===== src/rtl/encr_fifo_ctrl_pkg.sv =====
// Shared types and helpers for the encryption payload FIFO controller.
// State encodings, default widths and the saturating increment.
package encr_fifo_ctrl_pkg;

  localparam int ENC_NB_ADRESS   = 3;
  localparam int ENC_N_ADRESS    = 8;
  localparam int ENC_NB_COUNTER  = 16;
  localparam int ENC_NB_LOCK     = 3;
  localparam int ENC_LOCK_FRAMES = 4;
  localparam int ENC_NB_STATE    = 3;

  typedef enum logic [ENC_NB_STATE-1:0] {
    ST_IDLE     = 3'd0,
    ST_WAIT_SOF = 3'd1,
    ST_FILL     = 3'd2,
    ST_RUN      = 3'd3,
    ST_RESYNC   = 3'd4
  } state_t;

  function automatic logic [31:0] sat_inc(
    input logic [31:0] v,
    input logic [31:0] lim
  );
    return (v >= lim) ? lim : v + 32'd1;
  endfunction

endpackage


===== src/rtl/encr_sat_counter.sv =====
// Saturating event counter with synchronous clear.
// Clear wins over an increment in the same cycle.
module encr_sat_counter
  import encr_fifo_ctrl_pkg::*;
#(
  parameter int NB = 16
) (
  input  logic          i_clock,
  input  logic          i_reset_n,
  input  logic          i_clear,
  input  logic          i_inc,
  output logic [NB-1:0] o_count
);

  localparam logic [31:0] MAX = 32'({NB{1'b1}});

  always_ff @(posedge i_clock) begin
    if (!i_reset_n) begin
      o_count <= '0;
    end else if (i_clear) begin
      o_count <= '0;
    end else if (i_inc) begin
      o_count <= NB'(sat_inc(32'(o_count), MAX));
    end
  end

endmodule


===== src/rtl/encr_payload_fifo_ctrl.sv =====
// Encryption payload FIFO sequencer: frame alignment, pre-fill,
// read-stall passthrough, overflow/underflow resync and lock tracking.
module encr_payload_fifo_ctrl
  import encr_fifo_ctrl_pkg::*;
#(
  parameter int NB_ADRESS   = ENC_NB_ADRESS,
  parameter int N_ADRESS    = ENC_N_ADRESS,
  parameter int NB_COUNTER  = ENC_NB_COUNTER,
  parameter int NB_LOCK     = ENC_NB_LOCK,
  parameter int LOCK_FRAMES = ENC_LOCK_FRAMES
) (
  input  logic                  i_clock,
  input  logic                  i_reset_n,
  input  logic                  i_rf_enable,
  input  logic [NB_ADRESS-1:0]  i_rf_prefill,
  input  logic [NB_ADRESS-1:0]  i_rf_hi_mark,
  input  logic                  i_rf_clear_counters,
  input  logic                  i_frame_start,
  input  logic                  i_valid,
  input  logic                  i_gap_req,
  input  logic [NB_ADRESS-1:0]  i_fifo_level,
  output logic                  o_fifo_enable,
  output logic                  o_restart_wr_ptr,
  output logic                  o_stop_read,
  output logic [2:0]            o_state,
  output logic                  o_locked,
  output logic [NB_COUNTER-1:0] o_ovf_resync_count,
  output logic [NB_COUNTER-1:0] o_udf_resync_count
);

  localparam logic [NB_ADRESS:0] PF_MAX  = (NB_ADRESS+1)'(N_ADRESS - 2);
  localparam logic [NB_LOCK-1:0] LOCK_MX = NB_LOCK'(LOCK_FRAMES);

  state_t               st;
  logic [NB_ADRESS-1:0] fill_cnt;
  logic [NB_ADRESS:0]   fill_sum;
  logic [NB_ADRESS:0]   prefill_eff;
  logic [NB_LOCK-1:0]   clean_cnt;
  logic [NB_LOCK-1:0]   clean_nxt;
  logic                 run_act;
  logic                 ovf_evt;
  logic                 udf_evt;

  // Out-of-range pre-fill is clamped so FILL always terminates.
  always_comb begin
    prefill_eff = {1'b0, i_rf_prefill};
    if (i_rf_prefill == '0) begin
      prefill_eff = (NB_ADRESS+1)'(1);
    end else if ({1'b0, i_rf_prefill} > PF_MAX) begin
      prefill_eff = PF_MAX;
    end
  end

  assign fill_sum  = {1'b0, fill_cnt} + (NB_ADRESS+1)'(i_valid);
  assign clean_nxt = NB_LOCK'(sat_inc(32'(clean_cnt),
                                      32'(LOCK_FRAMES)));

  assign run_act = i_rf_enable && (st == ST_RUN);
  assign ovf_evt = run_act && (i_fifo_level >= i_rf_hi_mark);
  assign udf_evt = run_act && !ovf_evt &&
                   (i_fifo_level == '0) && !o_stop_read;

  assign o_state = 3'(st);

  always_ff @(posedge i_clock) begin
    if (!i_reset_n || !i_rf_enable) begin
      st               <= ST_IDLE;
      o_fifo_enable    <= 1'b0;
      o_restart_wr_ptr <= 1'b0;
      o_stop_read      <= 1'b1;
      o_locked         <= 1'b0;
      fill_cnt         <= '0;
      clean_cnt        <= '0;
    end else begin
      o_restart_wr_ptr <= 1'b0;
      case (st)
        ST_IDLE: begin
          o_fifo_enable <= 1'b1;
          o_stop_read   <= 1'b1;
          st            <= ST_WAIT_SOF;
        end
        ST_WAIT_SOF: begin
          o_fifo_enable <= 1'b1;
          o_stop_read   <= 1'b1;
          if (i_frame_start) begin
            o_restart_wr_ptr <= 1'b1;
            fill_cnt         <= '0;
            st               <= ST_FILL;
          end
        end
        ST_FILL: begin
          o_stop_read <= 1'b1;
          fill_cnt    <= fill_sum[NB_ADRESS-1:0];
          if (fill_sum >= prefill_eff) begin
            o_stop_read <= 1'b0;
            st          <= ST_RUN;
          end
        end
        ST_RUN: begin
          if (ovf_evt || udf_evt) begin
            o_fifo_enable <= 1'b0;
            o_stop_read   <= 1'b1;
            o_locked      <= 1'b0;
            clean_cnt     <= '0;
            st            <= ST_RESYNC;
          end else begin
            o_stop_read <= i_gap_req;
            if (i_frame_start) begin
              clean_cnt <= clean_nxt;
              o_locked  <= (clean_nxt == LOCK_MX);
            end
          end
        end
        ST_RESYNC: begin
          o_fifo_enable <= 1'b1;
          o_stop_read   <= 1'b1;
          st            <= ST_WAIT_SOF;
        end
        default: begin
          o_fifo_enable <= 1'b0;
          o_stop_read   <= 1'b1;
          o_locked      <= 1'b0;
          clean_cnt     <= '0;
          st            <= ST_IDLE;
        end
      endcase
    end
  end

  encr_sat_counter #(.NB(NB_COUNTER)) u_ovf_cnt (
    .i_clock   (i_clock),
    .i_reset_n (i_reset_n),
    .i_clear   (i_rf_clear_counters),
    .i_inc     (ovf_evt),
    .o_count   (o_ovf_resync_count)
  );

  encr_sat_counter #(.NB(NB_COUNTER)) u_udf_cnt (
    .i_clock   (i_clock),
    .i_reset_n (i_reset_n),
    .i_clear   (i_rf_clear_counters),
    .i_inc     (udf_evt),
    .o_count   (o_udf_resync_count)
  );

endmodule


===== config.mk =====
export PLATFORM = sky130hd
export DESIGN_NAME = encr_payload_fifo_ctrl
export DESIGN_NICKNAME = d
export VERILOG_FILES = /design/src/rtl/encr_fifo_ctrl_pkg.sv /design/src/rtl/encr_sat_counter.sv /design/src/rtl/encr_payload_fifo_ctrl.sv
export SDC_FILE = /design/constraint.sdc
export NUM_CORES = 1
export LEC_CHECK = 0
export CORE_MARGIN = 10
export CORE_UTILIZATION = 54
export CTS_BUF_LIST = sky130_fd_sc_hd__clkbuf_16
export DETAILED_ROUTE_END_ITERATION = 10
export PLACE_DENSITY = 0.81
export SLEW_MARGIN = 10
export SYNTH_ARGS = -nofsm -noshare
export SYNTH_HDL_FRONTEND = slang
export SYNTH_SLANG_ARGS = --single-unit
export TNS_END_PERCENT = 1

===== constraint.sdc =====
create_clock -name i_clock -period 3.06 [get_ports i_clock]
set_clock_uncertainty 0.2 [all_clocks]
set_input_delay 0.459 -clock i_clock [delete_from_list [all_inputs] [get_ports i_clock]]
set_output_delay 0.459 -clock i_clock [all_outputs]
set_load 0.01 [all_outputs]

==> results of run 1 <==
## routing by layer
metal	up-vias	global-route usage, %	wire length [um]
li1	1168	-	-
met1	1076	17.7	2580
met2	57	26.2	2810
met3	4	5.15	372
met4	0	3.39	29
met5	-	0	0
## worst paths after layout
path / end / depth (start not counted) / start
max reg2reg: u_udf_cnt.o_count[13] / 6 / o_state[1]
min: o_fifo_enable / 1 / o_fifo_enable
max: o_locked / 8 / i_rf_hi_mark[2]
min reg2reg: o_fifo_enable / 1 / o_fifo_enable
## cell type report
| type | instances | share of cell area, % |
|---|---|---|
| Sequential cell | 45 | 28.6 |
| Multi-Input combinational cell | 215 | 44.7 |
| Clock buffer | 5 | 3.97 |
| Inverter | 12 | 1.43 |
| Clock inverter | 1 | 0.159 |
| Timing Repair Buffer | 62 | 19.1 |
| Tap cell | 52 | 2.07 |
## registers in the layout, indices dropped and copies added (netlist names)
signal	cells
fill_cnt	3
o_state	3
o_stop_read	1
o_locked	1
o_restart_wr_ptr	1
u_udf_cnt.o_count	16
o_fifo_enable	1
u_ovf_cnt.o_count	16
clean_cnt	3
## through the flow
stage | instance area (um2) | setup WS [ns] | instances | utilization [%] | power, uW
after floorplan | 2420 | 0.777 | 286 | - | 647
after global placement | 3020 | 0.300 | 386 | 69.3 | 688
after detailed placement | 3020 | 0.177 | 386 | 69.3 | 689
after CTS | 3150 | 0.475 | 392 | 72.3 | 1180
after global routing | 3150 | 0.185 | 392 | 72.3 | 1210
final | 3150 | 0.458 | 392 | 72.3 | 1170
## where the power goes
group / internal (uW) / switching, uW
sequential: 588 / 1.78
combinational: 41.0 / 45.9
clock: 292 / 204
## synth_stat cells (all sizes together), types with 3 or more instances
master	count
dfxtp	45
a21oi	25
nand2	18
nor3	18
nand3	17
ha	12
inv	12
nor2	12
nand4	11
xor2	10
a31oi	9
clkbuf	9
o21ai	9
and4	8
and2	5
buf	5
nand2b	5
or3	5
and3	4
nor2b	4
nor4	4
xnor2	4
mux2i	3
nor3b	3
or2	3
## kinds of logic after synthesis
kind of cell / Yosys count / synth area share, %
adders and majority gates: 14 / 7.04
xor gates and xnor gates: 14 / 5.07
and+or+nand+nor: 121 / 28.8
DFF: 45 / 37.3
muxes: 3 / 1.24
AOI/OAI and AO/OA: 63 / 16.0
buffers and inverters: 26 / 4.55
==> flow_summary_export.csv, run 1 <==
group,metric,value,unit
synth,ys_ff_latch,45,
clock_tree,cts_root_buf,"clkbuf_16",
synth,syn_avg_cell_area,8.45,um2
grt,antenna_found_initial,0,
sta,rsz0062_at_grt,"false",
synth,synth_top_area_cell,"dfxtp_1",
clock_tree,cts_hold_buf,0,
synth,synth_top_area_share,37.3,%
worst_setup_path,cpLargestDelayFamily,"compound AO/OA/AOI/OAI gates",
detailed_routing,avgRoutedWirePerCell,14.8,um
final_layout,multi_input_area,0.00141,mm2
grt,grt_overflow,0,
clock_tree,htree_levels,2,
worst_setup_path,path_common_cell,"a21oi_1",
worst_setup_path,crit_type,"in2reg",
worst_hold_path,worst_hold_path_type,"reg2reg",
clock_tree,cts_tree,"done",
floorplanning,dieWidth,86.9,um
clock_tree,path_clk_slew,0.06,ns
sta,drv_slew,0,
worst_setup_path,crit_required,3.07,ns
grt,grt_pass1_wl,9.72,mm
synth,synth_cells,286,
power,vdd_drop_max,0.322,mV
placement,place_congestion,0.833,
clock_tree,clock_latency,0.28,ns
flow_run,max_cap_viol_count,0,
sta,fin_crit,2.60,ns
detailed_routing,drtAntennaViolNets,0,
sta,tns,0,ns
detailed_routing,vias_per_cell,5.88,
synth,synth-seq-area-share,37.3,%
final_layout,fin_nets,369,
detailed_routing,drc_errors,0,
grt,grt_util_all_layers,15.2,%
worst_setup_path,cp_num_buf_inv,2,
final_layout,antenna_cells,0,
final_layout,ff_latch_area,901,um2
worst_setup_path,reg2reg_slack,0.87,ns
floorplanning,boundaryPins,55,
detailed_routing,totalWireLength,5.80,mm
clock_tree,clk_path_buf_depth,2,
detailed_routing,via_count,2305,
clock_tree,cts_made_buffers,5,
grt,grt_max_degree,33,
final_layout,layout_commonest_cell,"clkdlybuf4s50_1",
worst_setup_path,startpoint_type,"primary input",
detailed_routing,first_iter_violations,155,
worst_setup_path,cp_slowest_stage_delay,0.66,ns
sta,tightestPinTransition,0.679,ns
synth,synth-edff-count,0,
synth,syn-cell-area,0.00242,mm2
detailed_routing,dr.pass1.iters,4,
clock_tree,cts_resized,0,
floorplanning,initial_core_util,55.5,%
power,p_per_area,372,mW/mm2
synth,syn_nets,314,
worst_setup_path,slowest_stage,"o311ai_0",
placement,hpwl,4.42,mm
final_layout,fill_cells,340,
worst_setup_path,cp-end-kind,"flop",
clock_tree,post_cts_buffers,0,
placement,io_buffers,54,
power,leakage,0.00109,uW
final_layout,drive_above_1_share,6.18,%
floorplanning,num_rows,24,
synth,synth_area_leaders,"dfxtp_1, ha_1, a21oi_1",
worst_setup_path,crit_chain,"clkdlybuf4s50_1, inv_1, ha_1, a21oi_1, o21ai_0, o311ai_0, nand3_1, a21oi_1",
worst_setup_path,cp.arrival,2.61,ns
final_layout,layout_common_cells,"clkdlybuf4s50_1, dfxtp_1, a21oi_1",
floorplanning,coreArea,0.00435,mm2
sta,hold_viol_final,0,
sta,timing.fmax,384,MHz
final_layout,syn_to_final_growth,30.2,%
floorplanning,die_area,0.00755,mm2
floorplanning,die_h,86.9,um
sta,setup_violations,0,
synth,synth_flop_cell,"dfxtp_1",
grt,grt_pass1_vias,2148,
synth,async_flop_share,0,%
synth,yosys_warnings,0,
synth,ys_types,51,
sta,timing.hold.ws,0.276,ns
clock_tree,cts.sinks,45,
sta,maxSlewHeadroom,54.1,%
outcome,status,"completed",
sta,fin_crit_sh,85.0,%
worst_setup_path,path_max_fanout,3,
No activity file was read; power rests on OpenSTA's default activity.
==> inputs of run 2 (changes only) <==
--- a/config.mk
+++ b/config.mk
@@ -5,11 +5,13 @@
 export SDC_FILE = /design/constraint.sdc
 export NUM_CORES = 1
 export LEC_CHECK = 0
+export CAP_MARGIN = 20
 export CORE_MARGIN = 10
 export CORE_UTILIZATION = 54
 export CTS_BUF_LIST = sky130_fd_sc_hd__clkbuf_16
 export DETAILED_ROUTE_END_ITERATION = 10
 export PLACE_DENSITY = 0.81
+export SETUP_SLACK_MARGIN = 0.3
 export SLEW_MARGIN = 10
 export SYNTH_ARGS = -nofsm -noshare
 export SYNTH_HDL_FRONTEND = slang
==> flow_summary_export.csv, run 2 (same netlist as run 1, synthesis figures left out) <==
group,metric,value,unit
placement,place_congestion,0.833,
floorplanning,num_rows,24,
grt,grt_overflow,0,
grt,grt_max_degree,33,
worst_setup_path,r2r.worst_path.cells,6,
final_layout,multi_input_area,0.00141,mm2
detailed_routing,avgRoutedWirePerCell,14.9,um
worst_setup_path,reg2reg_from,"o_state[1]",
worst_setup_path,slowest_stage,"clkdlybuf4s50_1",
detailed_routing,vias_per_cell,5.90,
outcome,status,"completed",
sta,fin_ws,0.510,ns
clock_tree,cts_hold_buf,0,
sta,timing.fmax,392,MHz
worst_hold_path,hp-start,"o_fifo_enable",
sta,fin_crit,2.55,ns
detailed_routing,first_iter_violations,153,
placement,io_buffers,54,
power,leakage,0.00109,uW
final_layout,layout_commonest_cell,"clkdlybuf4s50_1",
floorplanning,initial_core_util,55.5,%
detailed_routing,totalWireLength,5.85,mm
grt,antenna_found_initial,0,
sta,tightestPinTransition,0.470,ns
floorplanning,die_area,0.00755,mm2
grt,grt_pass1_vias,2148,
worst_setup_path,cp.arrival,2.54,ns
floorplanning,coreArea,0.00435,mm2
grt,grt_pass1_wl,9.72,mm
worst_setup_path,critPathLaunch,"i_rf_hi_mark[2]",
sta,tns,0,ns
placement,hpwl,4.42,mm
worst_hold_path,worst_hold_path_type,"reg2reg",
worst_setup_path,crit_type,"in2reg",
clock_tree,clock_latency,0.28,ns
sta,hold_viol_final,0,
worst_hold_path,min_path_cells,1,
worst_setup_path,reg2reg_slack,0.86,ns
final_layout,drive_above_1_share,6.18,%
worst_setup_path,cp-end-kind,"flop",
floorplanning,boundaryPins,55,
power,p_per_area,372,mW/mm2
worst_setup_path,cp_slowest_stage_delay,0.45,ns
worst_setup_path,crit_required,3.05,ns
final_layout,ff_latch_area,901,um2
worst_setup_path,path_max_fanout,7,
floorplanning,die_h,86.9,um
worst_setup_path,cpLargestDelayFamily,"buffers and inverters",
flow_run,max_cap_viol_count,0,
sta,setup_violations,0,
final_layout,stdcell_area,0.00315,mm2
placement,dpl_cell_area,0.00302,mm2
clock_tree,post_cts_buffers,0,
sta,maxSlewHeadroom,68.2,%
power,vdd_drop_max,0.322,mV
clock_tree,htree_levels,2,
detailed_routing,drc_errors,0,
worst_setup_path,crit_chain,"clkdlybuf4s50_1, inv_1, ha_1, a21oi_1, o21a_1, buf_4, nand2b_1, or3_1, o31ai_1",
final_layout,fin_nets,369,
detailed_routing,dr.pass1.iters,4,
detailed_routing,drtAntennaViolNets,0,
final_layout,fill_cells,340,
clock_tree,path_clk_slew,0.06,ns
worst_setup_path,cp_num_buf_inv,3,
final_layout,syn_to_final_growth,30.2,%
final_layout,antenna_cells,0,
final_layout,largestRegisters,"u_ovf_cnt.o_count x16, u_udf_cnt.o_count x16",
clock_tree,cts.sinks,45,
floorplanning,dieWidth,86.9,um
detailed_routing,via_count,2313,
worst_setup_path,r2r_end,"u_udf_cnt.o_count[13]",
clock_tree,cts_made_buffers,5,
sta,fin_crit_sh,83.3,%
worst_hold_path,min_to,"o_fifo_enable",
grt,grt_util_all_layers,15.2,%
placement,dp_slack,0.177,ns
clock_tree,cts_tree,"done",
sta,drv_slew,0,
clock_tree,cts_root_buf,"clkbuf_16",
sta,rsz0062_at_grt,"false",
worst_setup_path,startpoint_type,"primary input",
final_layout,layout_common_cells,"clkdlybuf4s50_1, dfxtp_1, a21oi_1",
clock_tree,clk_path_buf_depth,2,
==> run 2: timing repair <==
item,CTS,global route
endpoints found under the setup margin,0,2
resized for setup,0,1
endpoints found under the hold margin,0,0
==> run 2: power by group <==
part / total (uW) / switching (uW) / internal (uW)
Combinational: 87.3 / 46.3 / 41.0
Clock: 494 / 203 / 292
Sequential: 590 / 1.79 / 588
==> run 2: how the worst max path moves through the flow <==
stage	endpoint	slack, ns	depth (start not counted)
finish	clean_cnt[1]	0.51	9
detailed placement	o_locked	0.18	8
floorplan	u_udf_cnt.o_count[13]	0.78	9
global placement	clean_cnt[0]	0.30	9
CTS	o_locked	0.47	8
global route	clean_cnt[1]	0.35	9
==> run 2: worst reg2reg max path, delay by kind of cell (launching register included) <==
| family | cells | cell delay [ns] |
|---|---|---|
| AO/OA/AOI/OAI | 1 | 0.42 |
| buffers and inverters | 1 | 0.18 |
| flip-flops | 1 | 0.53 |
| AND/OR/NAND/NOR | 4 | 0.75 |
==> run 2: layer usage <==
metal / wire length (um) / up-vias / part of all wire (%) / GRT usage [%]
met3: 338 / 6 / 5.8 / 5.15
li1: - / 1165 / - / -
met1: 2640 / 1096 / 45 / 17.7
met2: 2840 / 46 / 49 / 26.2
met4: 38 / 0 / 0.65 / 3.39
met5: 0 / - / 0 / 0
==> run 2: stage by stage <==
stage                     instances  power [uW]  hold WS, ns  utilization, %
after floorplan                 286         647        0.265               -
after global placement          386         688        0.259            69.3
after detailed placement        386         689        0.266            69.3
after CTS                       392        1180        0.278            72.3
after global routing            392        1210        0.291            72.3
final                           392        1170        0.276            72.3
==> run 2: final cells by class <==
class | count | share of cell area [%]
repair buffers | 62 | 19.1
clock buffers | 5 | 3.97
multi-input cells | 215 | 44.7
well taps | 52 | 2.07
inverters | 12 | 1.43
clock inverters | 1 | 0.159
flip-flops and latches | 45 | 28.6
==> inputs of run 3 (changes only) <==
--- a/config.mk
+++ b/config.mk
@@ -7,10 +7,10 @@
 export LEC_CHECK = 0
 export CAP_MARGIN = 20
 export CORE_MARGIN = 10
-export CORE_UTILIZATION = 54
+export CORE_UTILIZATION = 50
 export CTS_BUF_LIST = sky130_fd_sc_hd__clkbuf_16
 export DETAILED_ROUTE_END_ITERATION = 10
-export PLACE_DENSITY = 0.81
+export PLACE_DENSITY = 0.76
 export SETUP_SLACK_MARGIN = 0.3
 export SLEW_MARGIN = 10
 export SYNTH_ARGS = -nofsm -noshare
==> constraint.sdc (replaced) <==
create_clock -name i_clock -period 2.5 [get_ports i_clock]
set_clock_uncertainty 0.2 [all_clocks]
set_input_delay 0.375 -clock i_clock [delete_from_list [all_inputs] [get_ports i_clock]]
set_output_delay 0.375 -clock i_clock [all_outputs]
set_load 0.01 [all_outputs]
==> flow_summary_export.csv, run 3 (same netlist as run 1, synthesis figures left out) <==
group,metric,value,unit
detailed_routing,drtAntennaViolNets,0,
grt,grt_max_degree,33,
clock_tree,cts_made_buffers,5,
detailed_routing,drc_errors,0,
final_layout,ff_latch_area,901,um2
sta,rsz0062_at_grt,"true",
sta,hold_viol_final,0,
sta,fin_crit_sh,86.6,%
grt,grt_pass1_vias,2358,
worst_setup_path,cpLargestDelayFamily,"adder cells",
sta,tns,0,ns
worst_setup_path,startpoint_type,"primary input",
sta,fin_crit,2.17,ns
power,clkPwrFrac,46.0,%
floorplanning,boundaryPins,55,
power,pwr-share-seq,45.1,%
worst_setup_path,cp-end-kind,"flop",
sta,setup_violations,0,
final_layout,fin_nets,391,
worst_hold_path,min_path_cells,1,
detailed_routing,via_count,2471,
final_layout,largestRegisters,"u_ovf_cnt.o_count x16, u_udf_cnt.o_count x16",
worst_setup_path,worstSetupPathDepth,9,
worst_setup_path,crit_type,"in2reg",
clock_tree,cts.sinks,45,
placement,dp_slack,-0.234,ns
floorplanning,die_area,0.00802,mm2
flow_run,max_cap_viol_count,0,
power,leakage,0.00131,uW
sta,fin_ws,0.334,ns
worst_hold_path,worst_hold_path_type,"reg2reg",
final_layout,layout_commonest_cell,"clkdlybuf4s50_1",
placement,hpwl,4.79,mm
worst_setup_path,cp_num_buf_inv,2,
final_layout,layout_common_cells,"clkdlybuf4s50_1, dfxtp_1, buf_4",
grt,grt_pass1_wl,10.7,mm
detailed_routing,vias_per_cell,5.91,
clock_tree,clock_latency,0.28,ns
worst_hold_path,hp-start,"o_fifo_enable",
worst_setup_path,cp.arrival,2.17,ns
final_layout,multi_input_area,0.00153,mm2
power,combPwrFrac,8.9,%
final_layout,syn_to_final_growth,44.4,%
sta,tightestPinTransition,0.458,ns
grt,grt_overflow,0,
detailed_routing,first_iter_violations,153,
worst_setup_path,reg2reg_slack,0.42,ns
detailed_routing,dr.pass1.iters,4,
grt,antenna_found_initial,0,
worst_setup_path,crit_chain,"clkdlybuf4s50_1, inv_1, maj3_1, ha_1, nand2b_1, a21o_1, a21oi_2, nor3_1, a31oi_1",
clock_tree,path_clk_slew,0.06,ns
power,p_switching,344,uW
power,p_per_area,458,mW/mm2
clock_tree,htree_levels,2,
sta,maxSlewHeadroom,69.1,%
placement,io_buffers,54,
worst_setup_path,reg2reg_from,"o_state[1]",
clock_tree,cts_tree,"done",
worst_setup_path,slowest_stage,"clkdlybuf4s50_1",
detailed_routing,top_layer,"met4",
final_layout,fill_cells,374,
detailed_routing,wl_met2,3.32,mm
clock_tree,clk_path_buf_depth,2,
worst_setup_path,crit_required,2.51,ns
worst_setup_path,r2r.worst_path.cells,7,
outcome,status,"completed",
floorplanning,num_rows,25,
worst_setup_path,cp_slowest_stage_delay,0.45,ns
sta,drv_slew,0,
detailed_routing,totalWireLength,6.56,mm
grt,grt_util_all_layers,16.4,%
worst_hold_path,min_to,"o_fifo_enable",
detailed_routing,avgRoutedWirePerCell,15.7,um
final_layout,antenna_cells,0,
power,swShare,21.5,%
floorplanning,initial_core_util,51.5,%
final_layout,drive_above_1_share,16.2,%
clock_tree,cts_root_buf,"clkbuf_16",
power,vdd_drop_max,0.371,mV
worst_setup_path,r2r_end,"u_ovf_cnt.o_count[14]",
floorplanning,die_h,89.5,um
floorplanning,coreArea,0.00469,mm2
sta,timing.fmax,462,MHz
floorplanning,dieWidth,89.5,um
worst_setup_path,path_max_fanout,2,
detailed_routing,wl_met3,372,um
placement,place_congestion,0.842,
detailed_routing,met1Wirelength,2.80,mm
power,p_int,1260,uW
-- run 3: cell types whose count changed in the layout (fill, tap and decap cells not counted), sizes merged --
| cell | change |
|---|---|
| inv | +1 |
| clkdlybuf4s50 | -6 |
| bufinv | +1 |
| dlymetal6s2s | +5 |
| buf | +22 |
| dlygate4sd2 | +1 |
-- run 3: metrics by stage --
stage	hold WS, ns	area [um2]	utilization [%]	std cells	power, uW
2_1_floorplan	0.265	2420	-	286	792
3_3_place_gp	0.256	3150	67.1	405	862
3_5_place_dp	0.262	3150	67.1	405	867
4_1_cts	0.276	3400	72.6	416	1600
5_1_grt	0.297	3490	74.4	418	1650
6_report	0.275	3490	74.4	418	1600
-- run 3: power groups by stage --
| stage | sequential (uW) | clock [uW] | combinational [uW] |
|---|---|---|---|
| after detailed placement | 738 | 0 | 129 |
| after floorplan | 739 | 0 | 53.3 |
| after global routing | 722 | 770 | 155 |
| after global placement | 738 | 0 | 125 |
| final | 722 | 735 | 142 |
| after CTS | 722 | 737 | 138 |
-- run 3: worst reg2reg max path, stage by stage (launching register included) --
cell and delay [ns]:
dfxtp_1 0.55, and4b_1 0.28, buf_4 0.13, nand3_1 0.13, nor3_4 0.24, buf_6 0.14, nand3_1 0.09, a221oi_2 0.24
-- run 3: worst max path at each step --
stage	endpoint	from	slack (ns)
5_1_grt	o_stop_read	i_rf_prefill[2]	0.23
2_1_floorplan	u_udf_cnt.o_count[13]	i_rf_hi_mark[2]	0.30
3_3_place_gp	u_ovf_cnt.o_count[15]	i_rf_hi_mark[2]	-0.14
4_1_cts	u_ovf_cnt.o_count[4]	i_rf_hi_mark[2]	0.24
6_report	o_stop_read	i_rf_prefill[2]	0.33
3_5_place_dp	o_locked	i_rf_hi_mark[2]	-0.23
-- run 3: final cells by class --
class                   instances  share of cell area (%)
multi-input cells             215                    43.7
flip-flops and latches         45                    25.8
clock buffers                   5                    3.58
inverters                      12                    1.29
well taps                      54                    1.94
repair buffers                 84                    22.6
clock inverters                 3                    1.08
-- run 3: timing repair --
item,CTS,global route
buffers inserted,2,2
endpoints found under the setup margin,40,40
pin swaps,10,10
hold buffers,0,0
hold endpoints to repair,0,0
resized for setup,16,18
cloned,1,0
-- run 3: metal layers --
metal  track usage (%)  vias up
met4              5.64        0
met1              18.7     1178
li1                  -     1210
met5                 0        -
met3              4.19        9
met2              28.9       74
